### src/rtl/divider_16_bit.sv
// Multi-cycle restoring divider (16-bit); one quotient bit per clock through subtractor_16_bit.
// Define DIVIDER_SIGNED_EN for two's complement operands; the default build is unsigned.

module subtractor_16_bit (
  input  logic [15:0] a,
  input  logic [15:0] b,
  output logic [15:0] diff
);
  assign diff = a - b;
endmodule

module divider_16_bit #(
  parameter int WIDTH = 16,
  parameter int ITER  = WIDTH
) (
  input  logic             clk,
  input  logic             rst_n,
  input  logic             start,
  input  logic [WIDTH-1:0] dividend,
  input  logic [WIDTH-1:0] divisor,
  output logic             busy,
  output logic             done,
  output logic [WIDTH-1:0] quotient,
  output logic [WIDTH-1:0] remainder,
  output logic             div_by_zero,
  output logic             overflow
);

  typedef enum logic [1:0] {
    IDLE = 2'd0,
    RUN  = 2'd1,
    FIX  = 2'd2,
    DONE = 2'd3
  } state_t;

  // Counter value that ends RUN; reached one cycle after the last quotient bit.
  localparam logic [4:0] LAST = 5'(ITER);

  state_t           state_r;
  logic [WIDTH-1:0] quo_r;
  logic [WIDTH-1:0] dsr_r;
  logic [WIDTH-1:0] rem_r;
  logic [WIDTH-1:0] orig_r;
  logic [4:0]       cnt_r;
  logic             dz_r;
  logic             ovf_r;

  logic [WIDTH:0]   partial_s;
  logic [WIDTH-1:0] trial_s;
  logic [WIDTH-1:0] rem_next_s;
  logic [WIDTH-1:0] mag_a_s;
  logic [WIDTH-1:0] mag_b_s;
  logic [WIDTH-1:0] q_cor_s;
  logic [WIDTH-1:0] r_cor_s;
  logic [WIDTH-1:0] q_fix_s;
  logic [WIDTH-1:0] r_fix_s;
  logic             ge_s;
  logic             accept_s;
  logic             ovf_next_s;

`ifdef DIVIDER_SIGNED_EN
  logic sign_q_r;
  logic sign_r_r;

  function automatic logic [15:0] neg16(input logic [15:0] x);
    logic [15:0] inv;
    inv = ~x;
    return inv + 16'h0001;
  endfunction
`endif

  // Trial subtraction of the divisor from the shifted partial remainder
  subtractor_16_bit u_sub (
    .a   (partial_s[15:0]),
    .b   (dsr_r),
    .diff(trial_s)
  );

  // Operand magnitudes, restoring step and final sign/zero correction
  always_comb begin
    accept_s  = start && ((state_r == IDLE) || (state_r == DONE));
    partial_s = {rem_r, quo_r[WIDTH-1]};
    ge_s      = (partial_s >= {1'b0, dsr_r});
    if (ge_s) begin
      rem_next_s = trial_s;
    end else begin
      rem_next_s = partial_s[WIDTH-1:0];
    end
`ifdef DIVIDER_SIGNED_EN
    if (dividend[15]) mag_a_s = neg16(dividend);
    else              mag_a_s = dividend;
    if (divisor[15])  mag_b_s = neg16(divisor);
    else              mag_b_s = divisor;
    ovf_next_s = (dividend == 16'h8000) && (divisor == 16'hFFFF);
    if (sign_q_r) q_cor_s = neg16(quo_r);
    else          q_cor_s = quo_r;
    if (sign_r_r) r_cor_s = neg16(rem_r);
    else          r_cor_s = rem_r;
`else
    mag_a_s    = dividend;
    mag_b_s    = divisor;
    ovf_next_s = 1'b0;
    q_cor_s    = quo_r;
    r_cor_s    = rem_r;
`endif
    // A zero divisor returns all-ones and hands back the untouched dividend.
    if (dz_r) begin
      q_fix_s = 16'hFFFF;
      r_fix_s = orig_r;
    end else begin
      q_fix_s = q_cor_s;
      r_fix_s = r_cor_s;
    end
  end

  // Control FSM, iteration registers and held results
  always_ff @(posedge clk or negedge rst_n) begin
    if (!rst_n) begin
      state_r     <= IDLE;
      quo_r       <= 16'h0000;
      dsr_r       <= 16'h0000;
      rem_r       <= 16'h0000;
      orig_r      <= 16'h0000;
      cnt_r       <= 5'd0;
      dz_r        <= 1'b0;
      ovf_r       <= 1'b0;
      busy        <= 1'b0;
      done        <= 1'b0;
      quotient    <= 16'h0000;
      remainder   <= 16'h0000;
      div_by_zero <= 1'b0;
      overflow    <= 1'b0;
`ifdef DIVIDER_SIGNED_EN
      sign_q_r    <= 1'b0;
      sign_r_r    <= 1'b0;
`endif
    end else begin
      done <= 1'b0;
      case (state_r)
        IDLE, DONE: begin
          if (accept_s) begin
            state_r <= RUN;
            busy    <= 1'b1;
            quo_r   <= mag_a_s;
            dsr_r   <= mag_b_s;
            rem_r   <= 16'h0000;
            orig_r  <= dividend;
            cnt_r   <= 5'd0;
            dz_r    <= (divisor == 16'h0000);
            ovf_r   <= ovf_next_s;
`ifdef DIVIDER_SIGNED_EN
            sign_q_r <= dividend[15] ^ divisor[15];
            sign_r_r <= dividend[15];
`endif
          end else begin
            state_r <= IDLE;
          end
        end
        RUN: begin
          if (cnt_r == LAST) begin
            state_r <= FIX;
          end else begin
            rem_r <= rem_next_s;
            quo_r <= {quo_r[WIDTH-2:0], ge_s};
            cnt_r <= cnt_r + 5'd1;
          end
        end
        FIX: begin
          state_r     <= DONE;
          busy        <= 1'b0;
          done        <= 1'b1;
          quotient    <= q_fix_s;
          remainder   <= r_fix_s;
          div_by_zero <= dz_r;
          overflow    <= ovf_r && !dz_r;
        end
        default: begin
          state_r <= IDLE;
          busy    <= 1'b0;
        end
      endcase
    end
  end

endmodule

### config.mk
export PLATFORM = sky130hd
export DESIGN_NAME = divider_16_bit
export DESIGN_NICKNAME = d
export VERILOG_FILES = /design/src/rtl/divider_16_bit.sv
export SDC_FILE = /design/constraint.sdc
export NUM_CORES = 1
export LEC_CHECK = 0
export CELL_PAD_IN_SITES_DETAIL_PLACEMENT = 2
export CELL_PAD_IN_SITES_GLOBAL_PLACEMENT = 2
export CORE_ASPECT_RATIO = 1.2
export CORE_UTILIZATION = 39
export CTS_CLUSTER_DIAMETER = 120
export DETAILED_ROUTE_END_ITERATION = 8
export PLACE_DENSITY_LB_ADDON = 0.1
export SLEW_MARGIN = 20
export SYNTH_ARGS = -nofsm -noshare
export SYNTH_HDL_FRONTEND = slang
export SYNTH_SLANG_ARGS = --single-unit
### constraint.sdc
create_clock -name clk -period 5.72 [get_ports clk]
set_clock_uncertainty 0.2 [all_clocks]
set_input_delay 1.716 -clock clk [delete_from_list [all_inputs] [get_ports clk]]
set_output_delay 1.716 -clock clk [all_outputs]
set_load 0.01 [all_outputs]
==> results.rst <==
.. list-table::
   :header-rows: 1

   * - Metric
     - Value
   * - Net count after synthesis
     - 576
   * - Post-route core utilization
     - 47.8%
   * - Largest net degree at the start of global routing
     - 84
   * - Maximum Capacitance Violations
     - 0
   * - Ratio of cells with drive above 1 in the final layout
     - 10.5%
   * - Worst hold path type
     - register to register
   * - Crit path setup slack, layout
     - 2120 ps
   * - Routed len/inst
     - 20.5 um
   * - RSZ-0062 raised after global routing
     - false
   * - Non-filler instance count after layout
     - 750
   * - Clock tree from TritonCTS
     - built
   * - Cell at the root of the clock tree
     - sky130_fd_sc_hd__clkbuf_16
   * - DRC violations left
     - 0
   * - Critical path capture point type
     - register
   * - Router iterations before antenna repair
     - 4
   * - Static Leak
     - 2.80 nW
   * - Signal arrival time at the worst endpoint
     - 3620 ps
   * - Crit share post-route
     - 62.9%
   * - Largest voltage drop on the vdd net
     - 0.251 mV
   * - Clock-pin transition on the worst setup and hold timing paths
     - 70 ps
   * - Number of buffers inserted during clock tree synthesis
     - 9
   * - Reg2Reg Setup Slack
     - 2440 ps
   * - Transition time at the pin with the least slew margin
     - 1050 ps
   * - Resized Gates After CTS
     - 0
   * - Buffers added on ports
     - 69
   * - Number of antenna violations at the first check in global routing
     - 0
   * - Sinks on Clock Net
     - 107
   * - HPWL Detailed
     - 11400 um
   * - Critical path required time
     - 5740 ps
   * - Number of storage elements in the synthesis netlist
     - 107
   * - Primary FF master, synth
     - sky130_fd_sc_hd__dfrtp_1
   * - Max-slew violation count
     - 0
   * - Number of I/O pins
     - 71
   * - Share of synthesized flip-flops with an asynchronous set or reset
     - 100%
   * - Critical path capture point
     - q_cor_s[5]$_DFFE_PN0P_
   * - DIE HEIGHT
     - 132 um
   * - GRT overflow
     - 0
   * - Startpoint types
     - input port
   * - Number of diodes added for antenna fixing
     - 0
   * - Die X-Extent
     - 110 um
   * - Placeable Area
     - 13800 um^2
   * - Commonest cells after routing, fill and taps aside
     - sky130_fd_sc_hd__dfrtp_1 (107), sky130_fd_sc_hd__clkdlybuf4s50_1 (68), sky130_fd_sc_hd__nand2_1 (43)
   * - Cell Area, Placed
     - 6300 um^2
   * - Clock period minus final worst setup slack
     - 3600 ps
   * - Via density per instance
     - 5.66
   * - Power per cell area
     - 572 nW/um^2
   * - Number of buffers on the longest clock path
     - 2
   * - Count of vias placed by the detailed router
     - 4244
   * - Count of buffers added by post-CTS timing repair for setup
     - 0
   * - Net count, final
     - 630
   * - Final worst hold slack
     - 298 ps
   * - Via count of the first global-routing pass
     - 4861
   * - Outcome
     - finished clean
   * - Class of the most critical setup path
     - input port to register
   * - Maximum level of the CTS H-tree
     - 3
   * - Count of final setup violators
     - 0
   * - Sequential area share after synthesis
     - 48.7%
   * - Post-Synthesis Mean Instance Area
     - 10.6 um^2
   * - Post-route ant nets
     - 0
   * - Floorplan die area
     - 14600 um^2
   * - Post-Syn Instances
     - 520
   * - Final weighted congestion of routability-driven global placement
     - 0.822
   * - Placed cell count
     - 734
   * - Number of design-rule violations left by the first detailed-router iteration
     - 204
   * - FILL cells
     - 1434
   * - Total power
     - 3.76 mW
   * - Worst setup slack before clock tree synthesis
     - 1700 ps
   * - Hold buffer count at CTS
     - 0
   * - Most common cell after layout, fill and taps aside
     - sky130_fd_sc_hd__dfrtp_1
   * - Timing startpoint of the critical path
     - start
   * - Sum Neg Setup Slack
     - 0 ps
   * - Highest clock rate
     - 0.278 GHz
   * - Final routed wirelength across all metal layers
     - 15400 um
   * - Cell area after layout
     - 6570 um^2
   * - Maximum fanout along the worst path
     - 28
   * - Row cnt
     - 47
   * - Number of distinct library cells after synthesis
     - 55
   * - Post-synthesis instance area
     - 5490 um^2
   * - Launching point of the worst reg2reg path
     - r_cor_s[5]$_DFFE_PN0P_
   * - Synthesis-to-finish area growth
     - 19.7%
   * - Yosys warns
     - 0
   * - Max-slew headroom
     - 30.3%
   * - Number of hold violations in the final report
     - 0
   * - Worst reg-to-reg path cell count
     - 8
   * - All-layer global routing usage
     - 22.9%
   * - Number of enable flip-flop cells after synthesis
     - 0
   * - Initial Utilization
     - 39.9%
   * - Worst skew pair latency
     - 350 ps
   * - RR Endpoint
     - r_cor_s[14]$_DFFE_PN0P_
   * - First-pass GRT wire length
     - 25400 um
[layer usage]
layer / vias up / GRT usage (%) / routed length [um]
met5: - / 0 / 0
met4: 0 / 7.16 / 317
met3: 21 / 4.15 / 512
met2: 81 / 39.4 / 7860
met1: 2184 / 28.5 / 6710
li1: 1958 / - / -
[critical path, stage by stage]
cell,delay [ps]
sky130_fd_sc_hd__clkdlybuf4s50_1,450
sky130_fd_sc_hd__nor2b_1,320
sky130_fd_sc_hd__a21o_1,580
sky130_fd_sc_hd__buf_4,400
sky130_fd_sc_hd__o21ai_0,150
[layout make-up]
type                            count  area [um^2]  area share [%]
Tap cell                          171          214            3.26
Clock buffer                       11          233            3.54
Timing Repair Buffer               75          737            11.2
Sequential cell                   107         2680            40.7
Multi-Input combinational cell    360         2590            39.5
Clock inverter                      5         37.5           0.571
Inverter                           21         78.8            1.20
[sequential cells by signal (all words and copies together) (netlist names)]
signal and flops:
quotient 16, dsr_r 16, cnt_r 5, dz_r 1, div_by_zero 1, q_cor_s 16, remainder 16, busy 1
r_cor_s 16, orig_r 16, state_r 2, done 1
[worst min-delay path by stage]
stage | cells past startpoint | to | startpoint | slack, ps
floorplan | 2 | q_cor_s[10]$_DFFE_PN0P_ | q_cor_s[10]$_DFFE_PN0P_ | 270
global placement | 1 | quotient[7]$_DFFE_PN0P_ | quotient[7]$_DFFE_PN0P_ | 280
detailed placement | 1 | quotient[3]$_DFFE_PN0P_ | quotient[3]$_DFFE_PN0P_ | 290
CTS | 1 | quotient[3]$_DFFE_PN0P_ | quotient[3]$_DFFE_PN0P_ | 300
global route | 1 | quotient[8]$_DFFE_PN0P_ | quotient[8]$_DFFE_PN0P_ | 320
finish | 1 | quotient[3]$_DFFE_PN0P_ | quotient[3]$_DFFE_PN0P_ | 300
[cells by family after synthesis]
| family | count (synthesis) | share of synthesized area, % |
|---|---|---|
| compound gates | 127 | 15.4 |
| xor+xnor | 14 | 2.23 |
| fa+ha+maj | 21 | 4.92 |
| buf+inv | 53 | 4.05 |
| flops | 107 | 48.7 |
| mux | 70 | 13.5 |
| other cells | 1 | 0.0683 |
| simple gates | 127 | 11.0 |
[synthesized netlist by cell type (3+ instances only)]
cell type	number	area share (%)
sky130_fd_sc_hd__a211o_1	3	0.48
sky130_fd_sc_hd__a21o_1	6	0.82
sky130_fd_sc_hd__a21oi_1	32	2.9
sky130_fd_sc_hd__a32oi_1	5	0.80
sky130_fd_sc_hd__buf_1	3	0.20
sky130_fd_sc_hd__buf_2	3	0.27
sky130_fd_sc_hd__buf_4	5	0.68
sky130_fd_sc_hd__clkbuf_1	20	1.4
sky130_fd_sc_hd__dfrtp_1	107	49
sky130_fd_sc_hd__ha_1	20	4.6
sky130_fd_sc_hd__inv_1	21	1.4
sky130_fd_sc_hd__mux2_2	33	6.8
sky130_fd_sc_hd__mux2i_1	37	6.7
sky130_fd_sc_hd__nand2_1	43	2.9
sky130_fd_sc_hd__nand2b_1	5	0.57
sky130_fd_sc_hd__nand3_1	12	1.1
sky130_fd_sc_hd__nand4_1	5	0.57
sky130_fd_sc_hd__nor2_1	37	2.5
sky130_fd_sc_hd__nor2b_1	4	0.46
sky130_fd_sc_hd__nor3_1	4	0.36
sky130_fd_sc_hd__nor4_1	4	0.46
sky130_fd_sc_hd__o211ai_1	5	0.68
sky130_fd_sc_hd__o21a_1	3	0.41
sky130_fd_sc_hd__o21ai_0	34	3.1
sky130_fd_sc_hd__o22a_1	15	2.4
sky130_fd_sc_hd__o311ai_0	7	1.1
sky130_fd_sc_hd__xnor2_1	6	0.96
sky130_fd_sc_hd__xor2_1	8	1.3
[power by group]
group / internal, mW / switching, mW
logic: 0.844 / 1.01
clock network: 0.298 / 0.293
registers: 1.10 / 0.226
total: 2.24 / 1.53
No activity file was read; power rests on OpenSTA's default activity.
